<file path="src/rtl/mdu_pkg.sv">
// Shared types and constants for the multi-cycle multiply/divide unit.
package mdu_pkg;

  localparam int MDU_WIDTH = 32;

  typedef enum logic [1:0] {
    MUL   = 2'b00,
    MULHU = 2'b01,
    UDIV  = 2'b10,
    UREM  = 2'b11
  } mdu_op_t;

  typedef enum logic [1:0] {
    IDLE = 2'b00,
    RUN  = 2'b01,
    DONE = 2'b10
  } mdu_state_t;

endpackage

</file>
<file path="src/rtl/mdu_step.sv">
// One iteration of the datapath: right-shifting shift-add multiply, or
// left-shifting restoring divide, over a shared hi/lo register pair.
module mdu_step
  import mdu_pkg::*;
#(
  parameter int M = MDU_WIDTH
) (
  input  logic         is_div,
  input  logic [M-1:0] operand,
  input  logic [M-1:0] hi_in,
  input  logic [M-1:0] lo_in,
  output logic [M-1:0] hi_out,
  output logic [M-1:0] lo_out
);

  logic [M:0]   sum;
  logic [M:0]   rs;
  logic [M-1:0] diff;
  logic         ge;

  always_comb begin
    sum  = {1'b0, hi_in} + (lo_in[0] ? {1'b0, operand} : {(M+1){1'b0}});
    rs   = {hi_in, lo_in[M-1]};
    ge   = (rs >= {1'b0, operand});
    // When the subtraction succeeds the true difference is below the divisor,
    // so the low M bits of a modular subtract are exact.
    diff = rs[M-1:0] - operand;
    if (is_div) begin
      hi_out = ge ? diff : rs[M-1:0];
      lo_out = {lo_in[M-2:0], ge};
    end else begin
      hi_out = sum[M:1];
      lo_out = {sum[0], lo_in[M-1:1]};
    end
  end

endmodule

</file>
<file path="src/rtl/mul_div_unit.sv">
// Multi-cycle unsigned MUL/MULHU/UDIV/UREM unit: one bit per cycle, M cycles
// busy, then a single-cycle register-file write-back request.
module mul_div_unit
  import mdu_pkg::*;
#(
  parameter int M = MDU_WIDTH,
  parameter int N = 6
) (
  input  logic         clk,
  input  logic         rst,
  input  logic         start,
  input  logic [1:0]   op,
  input  logic [M-1:0] src_a,
  input  logic [M-1:0] src_b,
  input  logic [N-1:0] rd_in,
  output logic         busy,
  output logic         done,
  output logic         we,
  output logic [M-1:0] result,
  output logic [N-1:0] rd_out
);

  localparam int CW = $clog2(M) + 1;
  localparam logic [CW-1:0] LAST = CW'(M - 1);

  mdu_state_t    state;
  mdu_op_t       op_q;
  logic [CW-1:0] cnt;
  logic [M-1:0]  opnd;
  logic [M-1:0]  hi;
  logic [M-1:0]  lo;
  logic [M-1:0]  hi_nx;
  logic [M-1:0]  lo_nx;
  logic [N-1:0]  rd_q;
  logic          is_div;
  logic          accept;

  // Product lives in {hi, lo}; for division hi is the remainder, lo the quotient.
  function automatic logic [M-1:0] pick(input mdu_op_t o, input logic [M-1:0] h,
                                        input logic [M-1:0] l, input logic [M-1:0] d);
    case (o)
      MUL:     pick = l;
      MULHU:   pick = h;
      UDIV:    pick = (d == '0) ? '0 : l;
      default: pick = h;
    endcase
  endfunction

  assign is_div = (op_q == UDIV) || (op_q == UREM);
  assign busy   = (state == RUN);
  assign accept = start && ((state == IDLE) || (state == DONE));

  mdu_step #(.M(M)) u_step (
    .is_div  (is_div),
    .operand (opnd),
    .hi_in   (hi),
    .lo_in   (lo),
    .hi_out  (hi_nx),
    .lo_out  (lo_nx)
  );

  // Datapath registers carry no reset; the FSM decides when they matter.
  always_ff @(posedge clk) begin
    if (accept) begin
      op_q <= mdu_op_t'(op);
      rd_q <= rd_in;
      hi   <= '0;
      if (op[1]) begin
        lo   <= src_a;
        opnd <= src_b;
      end else begin
        lo   <= src_b;
        opnd <= src_a;
      end
    end else if (state == RUN) begin
      hi <= hi_nx;
      lo <= lo_nx;
    end
  end

  always_ff @(posedge clk) begin
    if (rst) begin
      state  <= IDLE;
      cnt    <= '0;
      done   <= 1'b0;
      we     <= 1'b0;
      result <= '0;
      rd_out <= '0;
    end else begin
      done <= 1'b0;
      we   <= 1'b0;
      case (state)
        IDLE: begin
          if (start) begin
            state <= RUN;
            cnt   <= '0;
          end
        end
        RUN: begin
          cnt <= cnt + CW'(1);
          if (cnt == LAST) begin
            state  <= DONE;
            done   <= 1'b1;
            we     <= 1'b1;
            result <= pick(op_q, hi_nx, lo_nx, opnd);
            rd_out <= rd_q;
          end
        end
        DONE: begin
          if (start) begin
            state <= RUN;
            cnt   <= '0;
          end else begin
            state <= IDLE;
          end
        end
        default: state <= IDLE;
      endcase
    end
  end

endmodule

</file>
<file path="config.mk">
export PLATFORM = sky130hd
export DESIGN_NAME = mul_div_unit
export DESIGN_NICKNAME = d
export VERILOG_FILES = /design/src/rtl/mdu_pkg.sv /design/src/rtl/mdu_step.sv /design/src/rtl/mul_div_unit.sv
export SDC_FILE = /design/constraint.sdc
export NUM_CORES = 1
export LEC_CHECK = 0
export CAP_MARGIN = 0
export CORE_MARGIN = 2
export CORE_UTILIZATION = 59
export CTS_CLUSTER_DIAMETER = 200
export DETAILED_ROUTE_END_ITERATION = 8
export GPL_ROUTABILITY_DRIVEN = 0
export PLACE_DENSITY = 0.82
export SYNTH_ARGS = -nofsm -noshare
export SYNTH_HDL_FRONTEND = slang
export SYNTH_HIERARCHICAL = 1
export SYNTH_SLANG_ARGS = --single-unit
</file>
<file path="constraint.sdc">
create_clock -name clk -period 9.3 [get_ports clk]
set_input_delay 2.79 -clock clk [delete_from_list [all_inputs] [get_ports clk]]
set_output_delay 2.79 -clock clk [all_outputs]
set_load 0.005 [all_outputs]
</file>
==> results_dict.tcl, run 1 <==
set metrics [dict create \
    clockRootBuffer "clkbuf_16" \
    drc_errors 0 \
    r2r_slack_ps 4690 \
    die_w_um 142.9 \
    portBuffers 115 \
    vias_per_cell 6.333 \
    final_nets 1464 \
    post-cts-setup-buffers 0 \
    crit_path_end_kind "primary output" \
    dp_hpwl_um 22570 \
    rsz0062_at_grt "no" \
    regToRegEndpoint "result[30]" \
    min_path_type "flop to flop" \
    status "complete, no violations" \
    initial_core_util_pct 60.45 \
    first_pass_iters 7 \
    seq_area_frac_synth_pct 32.89 \
    grt_usage_pct 30.97 \
    cts_sinks 151 \
    antenna_found_initial 1 \
    synth_edf_count 72 \
    path_delay_family "buffers and inverters" \
    clock_tree.htree_level_count 4 \
    final_core_util_pct 69.65 \
    grt_max_degree 71 \
    path_buf_inv 2 \
    fmax_mhz 192.1 \
    arrival_ps 2410 \
    critPathMaxStageDelay_ps 710 \
    layout_common_cells "113 x clkdlybuf4s50_1, 97 x o21ai_0, 96 x a21oi_1" \
    fin_crit_sh_pct 55.96 \
    wl_per_cell_um 19.71 \
    grt_overflow 0 \
    async_reset_ff_share_pct 0 \
    mostFrequentLayoutCell "clkdlybuf4s50_1" \
    slew_viol_final 0 \
    critical_path.startpoint "state[1]" \
    max_cap_viol_count 0 \
    synth_cells 1250 \
    drive_above_1_share_pct 10.26 \
    grt_first_pass_wirelength_um 49860 \
    via_count 10107 \
    hold_buffers 0 \
    crit_chain "nand2b_1 > inv_2 > clkdlybuf4s50_1" \
    fp-row-count 50 \
    crit_end "busy" \
    worst_slew_pin_slew_ps 1039 \
    crit_cells 3 \
    fin_tns_setup_ps 0 \
    synth_seq_cells 151 \
    die_area_mm2 0.02042 \
    ant_nets 0 \
    clkTransAtPathRegs_ps 60 \
    syn2layout_area_growth_pct 15.24 \
    fillers 1405 \
    yosys_warnings 6 \
    cp-start-kind "flop" \
    p_per_area_mw_per_mm2 182.7 \
    core_mm2 0.01883 \
    required_ps 6510 \
    drt_iter0_drc 972 \
    critPathSlowestCell "inv_2" \
    grt_pass1_vias 9336 \
    worstPathMaxFanout 39 \
    power_switching_mw 0.8881 \
    numCtsBuffers 17 \
    p_leak_nw 5.285 \
    clockBufferDepth 2 \
    wl_um 31450 \
    ios 116 \
    setup_viol 0 \
    cts_tree "yes" \
    slew_headroom_pct 30.71 \
    reg2reg_from "lo[0]" \
    synth_cell_type_count 83 \
    clockPowerShare_pct 28.0 \
    post_synth.cell_area_avg_um2 9.106 \
    synth_nets 1392 \
    rr_worst_depth 14 \
    synth_flop_cell "dfxtp_1" \
    ir_drop_mv 0.1359 \
    sw_frac_of_total_pct 37.06 \
    die_height_um 142.9 \
    hold_viol_final 0 \
    p_comb_share_pct 36.8 \
    cts_resized 0 \
    intPower_mw 1.508 \
    period_needed_ps 5204 \
    final.setup_skew_ps 6.855 \
    seq_power_share_pct 35.2 \
    crit_type "flop to primary output" \
    clock_latency_ps 420 \
    syn_area_mm2 0.01138 \
]
worst min-delay path by stage:
stage	startpoint	to	slack, ps	cells past startpoint
final	rd_q[1]	rd_out[1]	490	2
after global routing	rd_q[1]	rd_out[1]	520	2
after CTS	rd_q[1]	rd_out[1]	490	2
after detailed placement	rd_q[1]	rd_out[1]	480	2
after global placement	rd_q[2]	rd_out[2]	470	2
after floorplan	rd_q[0]	rd_out[0]	460	2
area by class of cell:
class | instances | area [um^2] | share of cell area (%)
multi-input combinational | 974 | 7047 | 53.73
sequential | 151 | 3744 | 28.54
timing repair buffer | 127 | 1231 | 9.387
clock buffer | 18 | 439.2 | 3.348
tap | 260 | 325.3 | 2.480
inverter | 51 | 191.4 | 1.460
clock inverter | 14 | 136.4 | 1.040
antenna | 1 | 2.502 | 0.01908
per-layer routing:
layer	routed length [um]	global-route usage, %
met5	0	0
met4	674	8.442
met3	3065	5.667
met2	13860	47.34
met1	13860	45.12
cells by family (layout without fill, tap and decap cells):
family,Yosys count,in the layout,share of synthesized area [%]
buffers and inverters,125,210,5.232
multiplexers,148,148,13.72
AND/OR/NAND/NOR,319,319,14.29
other,0,1,0
adder cells (fa/ha/maj),67,67,7.497
flip-flops,151,151,32.89
AO/OA/AOI/OAI,388,388,22.37
XOR/XNOR,52,52,4.001
stage by stage:
step | power [mW] | hold slack [ps] | area (um^2) | setup slack [ps] | cells
3_3_place_gp | 1.685 | 466.6 | 12540 | 4109 | 1563
5_1_grt | 2.518 | 520.5 | 13110 | 4018 | 1595
3_5_place_dp | 1.703 | 480.0 | 12540 | 4018 | 1563
4_1_cts | 2.374 | 491.0 | 13110 | 4134 | 1595
2_1_floorplan | 1.483 | 456.3 | 11380 | 4153 | 1250
6_report | 2.396 | 485.4 | 13120 | 4096 | 1596
cell usage after synthesis, types with 35 or more instances:
library cell | instances | area (um^2)
o21ai_0 | 97 | 485.5
mux2i_1 | 84 | 840.8
nand2_1 | 78 | 292.8
a21oi_1 | 96 | 480.5
edfxtp_1 | 72 | 2162
nor2_1 | 71 | 266.5
clkbuf_1 | 35 | 131.4
and2_1 | 67 | 419.2
mux2_2 | 64 | 720.7
dfxtp_1 | 79 | 1582
inv_1 | 50 | 187.7
ha_1 | 65 | 813.3
power groups by stage:
| stage | sequential, mW | combinational, mW | clock (mW) |
|---|---|---|---|
| floorplan | 0.821 | 0.662 | 0 |
| global placement | 0.851 | 0.835 | 0 |
| detailed placement | 0.852 | 0.850 | 0 |
| CTS | 0.839 | 0.863 | 0.672 |
| global route | 0.849 | 0.967 | 0.701 |
| finish | 0.843 | 0.882 | 0.671 |
sequential cells by signal, summed over array words and instances, names as in the netlist:
register  count
hi           32
lo           32
opnd         32
result       32
cnt           6
rd_out        6
rd_q          6
op_q          2
state         2
we            1
worst register-to-register path: cells and delay by family (launching register included):
family                   cells  cell delay (ps)
AO/OA/AOI/OAI                8             2280
flip-flops                   1             1040
AND/OR/NAND/NOR              3              600
adder cells (fa/ha/maj)      1              310
multiplexers                 2              310
Note: power is estimated with default switching activity, not from simulation.
==> run 2, diff against run 1 <==
CORE_UTILIZATION = 53   (was 59)
PLACE_DENSITY = 0.78   (was 0.82)
clock period = 4.7 ns   (was 9.3 ns; I/O delays follow)
==> run 2 against run 1 <==
Sequential power grew 99%. Combinational power rose by 97%. Global-route usage fell by 2.5 points. Die area grew 11%. Clock power rose by 98%. Hold slack improved by 8.9 ps. Cell area is 0.48% higher. Wire length is 1.7% higher. Cell count rose by 1.1%. Sequential share of layout area shrank 0.14 points.
==> results_dict.tcl, run 2 (synthesis results as in run 1) <==
set metrics [dict create \
    worst_slew_pin_slew_ps 1127 \
    wl_um 31990 \
    p_comb_share_pct 36.7 \
    cts_tree "yes" \
    intPower_mw 3.000 \
    clock_tree.htree_level_count 4 \
    final.setup_skew_ps 17.00 \
    syn2layout_area_growth_pct 15.79 \
    period_needed_ps 4100 \
    slew_headroom_pct 24.86 \
    crit_type "flop to flop" \
    fin_crit_sh_pct 87.22 \
    fin_tns_setup_ps 0 \
    antenna_cells 0 \
    layout_common_cells "113 x clkdlybuf4s50_1, 97 x o21ai_0, 96 x a21oi_1" \
    portBuffers 115 \
    r2r_slack_ps 600 \
    fp-row-count 53 \
    via_count 10095 \
    drive_above_1_share_pct 10.54 \
    final_nets 1467 \
    ir_drop_mv 0.2858 \
    cts_resized 0 \
    ant_nets 0 \
    path_delay_family "compound AO/OA/AOI/OAI gates" \
    ios 116 \
    max_cap_viol_count 0 \
    die_w_um 150.5 \
    power_mw 4.757 \
    grt_max_degree 71 \
    grt_pass1_vias 9382 \
    die_area_mm2 0.02266 \
    status "complete, no violations" \
    worstPathMaxFanout 33 \
    sw_frac_of_total_pct 36.94 \
    reg2reg_from "lo[0]" \
    die_height_um 150.5 \
    required_ps 5060 \
    slew_viol_final 0 \
    clockPowerShare_pct 28.0 \
    hold_end "rd_out[5]" \
    first_pass_iters 5 \
    rsz0062_at_grt "no" \
    cp-start-kind "flop" \
    drt_iter0_drc 892 \
    min_path_type "flop to flop" \
    grt_usage_pct 28.49 \
    path_buf_inv 0 \
    rr_worst_depth 14 \
    crit_path_end_kind "flop" \
    grt_first_pass_wirelength_um 50460 \
    worst_slack_ps 600.4 \
    wl_per_cell_um 19.83 \
    clock_latency_ps 440 \
    regToRegEndpoint "result[30]" \
    dp_slack_ps 738.9 \
    grt_overflow 0 \
    numCtsBuffers 17 \
    post-cts-setup-buffers 0 \
    dp_hpwl_um 23430 \
    clockRootBuffer "clkbuf_16" \
    arrival_ps 4460 \
    initial_core_util_pct 54.15 \
    min_from "rd_q[5]" \
    critPathSlowestCell "edfxtp_1" \
    drc_errors 0 \
    mostFrequentLayoutCell "clkdlybuf4s50_1" \
    critPathMaxStageDelay_ps 950 \
    p_per_area_mw_per_mm2 361.0 \
    setup_viol 0 \
    cts_sinks 151 \
    p_leak_nw 5.299 \
    vias_per_cell 6.259 \
    hold_viol_final 0 \
    clkTransAtPathRegs_ps 70 \
    hold_buffers 0 \
    power_switching_mw 1.757 \
    antenna_found_initial 0 \
    clockBufferDepth 2 \
    crit_chain "and2_1 > ha_1 > a21o_1 > a2111oi_0 > a211o_1 > nor3_1 > o31a_1 > o2111ai_1 > mux2i_1 > a21oi_1 > a211oi_1 > and2_1 > mux2i_1 > o22ai_1" \
    worstHoldPathCells 2 \
    core_mm2 0.02102 \
    fmax_mhz 243.9 \
    seq_power_share_pct 35.3 \
]
run 2: changes by cell type in the layout (fill, tap and decap cells not counted):
cell / delta
and4b_2: -1
and4b_4: +1
buf_12: +1
buf_4: +2
clkbuf_16: +1
clkbuf_8: -1
clkinv_1: -1
clkinv_4: +3
clkinvlp_4: +2
diode_2: -1
inv_2: +1
inv_6: -5
run 2: area by class of cell:
type | count | area [um^2]
clock buffers | 18 | 450.4
clock inverters | 14 | 133.9
fillers | 1709 | 7843
inverters | 51 | 191.4
multi-input cells | 974 | 7049
flip-flops and latches | 151 | 3744
well taps | 275 | 344.1
repair buffers | 130 | 1266
run 2: metrics by stage:
stage,hold slack (ps),cells,cell area (um^2),util (%)
finish,494.3,1613,13180,62.69
global route,531.1,1613,13180,62.69
CTS,497.8,1613,13180,62.69
detailed placement,477.3,1581,12590,59.91
global placement,461.3,1581,12590,59.91
floorplan,456.3,1250,11380,-
run 2: layer usage:
metal  GRT usage (%)  up-vias  part of all wire [%]
li1                -     4770                     -
met2           41.09      531                    42
met5               0        -                     0
met4           9.623        0                   2.7
met3           5.727       55                    10
met1           42.30     4739                    45
run 2: power groups by stage:
stage | clock (mW) | sequential (mW) | combinational (mW)
floorplan | 0 | 1.62 | 1.31
global placement | 0 | 1.70 | 1.67
detailed placement | 0 | 1.70 | 1.68
CTS | 1.34 | 1.67 | 1.71
global route | 1.40 | 1.69 | 1.90
finish | 1.33 | 1.68 | 1.74
run 2: worst max-delay path by stage:
stage,startpoint,end,slack (ps),cells past startpoint
2_1_floorplan,start,lo[0],930,5
3_3_place_gp,lo[0],result[30],890,14
3_5_place_dp,lo[0],result[30],740,14
4_1_cts,lo[0],result[30],720,14
5_1_grt,lo[0],result[23],400,15
6_report,lo[0],result[30],600,14
run 2: worst register-to-register path, stage by stage (launching register included):
cell and delay (ps):
edfxtp_1 950, and2_1 240, ha_1 280, a21o_1 240, a2111oi_0 440, a211o_1 200, nor3_1 70, o31a_1 340
o2111ai_1 260, mux2i_1 210, a21oi_1 90, a211oi_1 310, and2_1 180, mux2i_1 70, o22ai_1 160
==> run 3, diff against run 2 <==
PLACE_DENSITY = unset   (was 0.78)
PLACE_DENSITY_LB_ADDON = 0.08   (was unset)
==> run 3 against run 2 <==
Clock-buffer cell count did not move. Clock power barely moved. First-iteration DRC count rose by 14%. Combinational power barely moved. Sequential share of layout area barely moved. Cell area fell by 0.13%. Wire length rose by 1.6%. Fmax rose by 2.0%. Sequential power barely moved. Critical path type unchanged. Largest power group unchanged.
==> results_dict.tcl, run 3 (synthesis results as in run 1) <==
set metrics [dict create \
    initial_core_util_pct 54.15 \
    final_core_util_pct 62.61 \
    critPathMaxStageDelay_ps 940 \
    grt_max_degree 98 \
    hold_viol_final 0 \
    dp_hpwl_um 24140 \
    crit_type "flop to flop" \
    slew_headroom_pct 26.29 \
    multiInputGateArea_mm2 0.007049 \
    path_delay_family "compound AO/OA/AOI/OAI gates" \
    hold_buffers 0 \
    cts_sinks 151 \
    arrival_ps 4380 \
    p_per_area_mw_per_mm2 363.5 \
    worst_slack_ps 681.1 \
    grt_usage_pct 28.96 \
    setup_viol 0 \
    reg2reg_from "lo[0]" \
    post-cts-setup-buffers 0 \
    dp.cells 1581 \
    critical_path.startpoint "lo[0]" \
    crit_path_end_kind "flop" \
    fp-row-count 53 \
    power_mw 4.784 \
    antenna_cells 0 \
    status "complete, no violations" \
    drive_above_1_share_pct 10.46 \
    first_pass_iters 6 \
    die_w_um 150.5 \
    critPathSlowestCell "edfxtp_1" \
    ios 116 \
    clock_latency_ps 440 \
    fillers 1787 \
    path_buf_inv 0 \
    worstPathMaxFanout 33 \
    ant_nets 0 \
    max_cap_viol_count 0 \
    p_leak_nw 5.301 \
    numCtsBuffers 17 \
    fin_crit_sh_pct 85.51 \
    layout_common_cells "113 x clkdlybuf4s50_1, 97 x o21ai_0, 96 x a21oi_1" \
    drt_iter0_drc 1019 \
    syn2layout_area_growth_pct 15.63 \
    period_needed_ps 4019 \
    clock_tree.htree_level_count 4 \
    grt_first_pass_wirelength_um 50560 \
    final.setup_skew_ps 18.74 \
    wl_um 32490 \
    grt_pass1_vias 9039 \
    fin_cells 1613 \
    min_from "rd_q[5]" \
    crit_chain "and2_1 > ha_1 > a21o_1 > a2111oi_0 > a211o_1 > nor3_1 > o31a_1 > o2111ai_1 > mux2i_1 > a21oi_1 > a211oi_1 > and2_1 > mux2i_1 > o22ai_1" \
    min_path_type "flop to flop" \
    worst_slew_pin_slew_ps 1106 \
    required_ps 5060 \
    fin_tns_setup_ps 0 \
    slew_viol_final 0 \
    core_mm2 0.02102 \
    whs_ps 484.9 \
    antenna_found_initial 0 \
    drc_errors 0 \
    die_height_um 150.5 \
    clkTransAtPathRegs_ps 80 \
    rsz0062_at_grt "no" \
    placedInstanceArea_mm2 0.01258 \
    clockRootBuffer "clkbuf_16" \
    ir_drop_mv 0.2479 \
    cts_resized 0 \
    dp_slack_ps 772.5 \
    postLayoutCellArea_mm2 0.01316 \
    portBuffers 115 \
    clockBufferDepth 2 \
    vias_per_cell 6.135 \
    final_nets 1467 \
    wl_per_cell_um 20.14 \
    die_area_mm2 0.02266 \
    via_count 9895 \
    cts_tree "yes" \
    grt_overflow 0 \
    cp-start-kind "flop" \
    mostFrequentLayoutCell "clkdlybuf4s50_1" \
    seqCellArea_mm2 0.003744 \
    fmax_mhz 248.8 \
]
run 3: worst register-to-register path: stages (launching register included):
cell	delay (ps)
edfxtp_1	940
and2_1	250
ha_1	280
a21o_1	230
a2111oi_0	420
a211o_1	210
nor3_1	70
o31a_1	330
o2111ai_1	230
mux2i_1	220
a21oi_1	90
a211oi_1	290
and2_1	180
mux2i_1	70
o22ai_1	150
run 3: final timing paths:
| kind | endpoint | slack [ps] | cells after the start |
|---|---|---|---|
| max reg2reg | result[30] | 680 | 14 |
| min | rd_out[5] | 480 | 2 |
| min reg2reg | rd_out[5] | 480 | 2 |
| max | result[30] | 680 | 14 |
run 3: final cells by class:
cell class | count | area share (%)
clock buffer | 18 | 3.261
multi-input combinational | 974 | 53.56
clock inverter | 14 | 1.141
timing repair buffer | 130 | 9.526
sequential | 151 | 28.44
tap | 275 | 2.614
inverter | 51 | 1.455
run 3: power by group:
part | internal, mW | switching (mW) | total, mW
clock network | 0.713 | 0.640 | 1.35
registers | 1.53 | 0.156 | 1.68
logic | 0.741 | 1.01 | 1.75
total | 2.98 | 1.80 | 4.78
run 3: routing by layer:
| metal | vias up | part of all wire (%) | track usage, % | routed length (um) |
|---|---|---|---|---|
| li1 | 4781 | - | - | - |
| met1 | 4647 | 49 | 45.78 | 15930 |
| met2 | 439 | 41 | 40.07 | 13300 |
| met3 | 28 | 8.8 | 6.364 | 2845 |
| met4 | 0 | 1.2 | 5.566 | 402 |
| met5 | - | 0 | 0 | 0 |
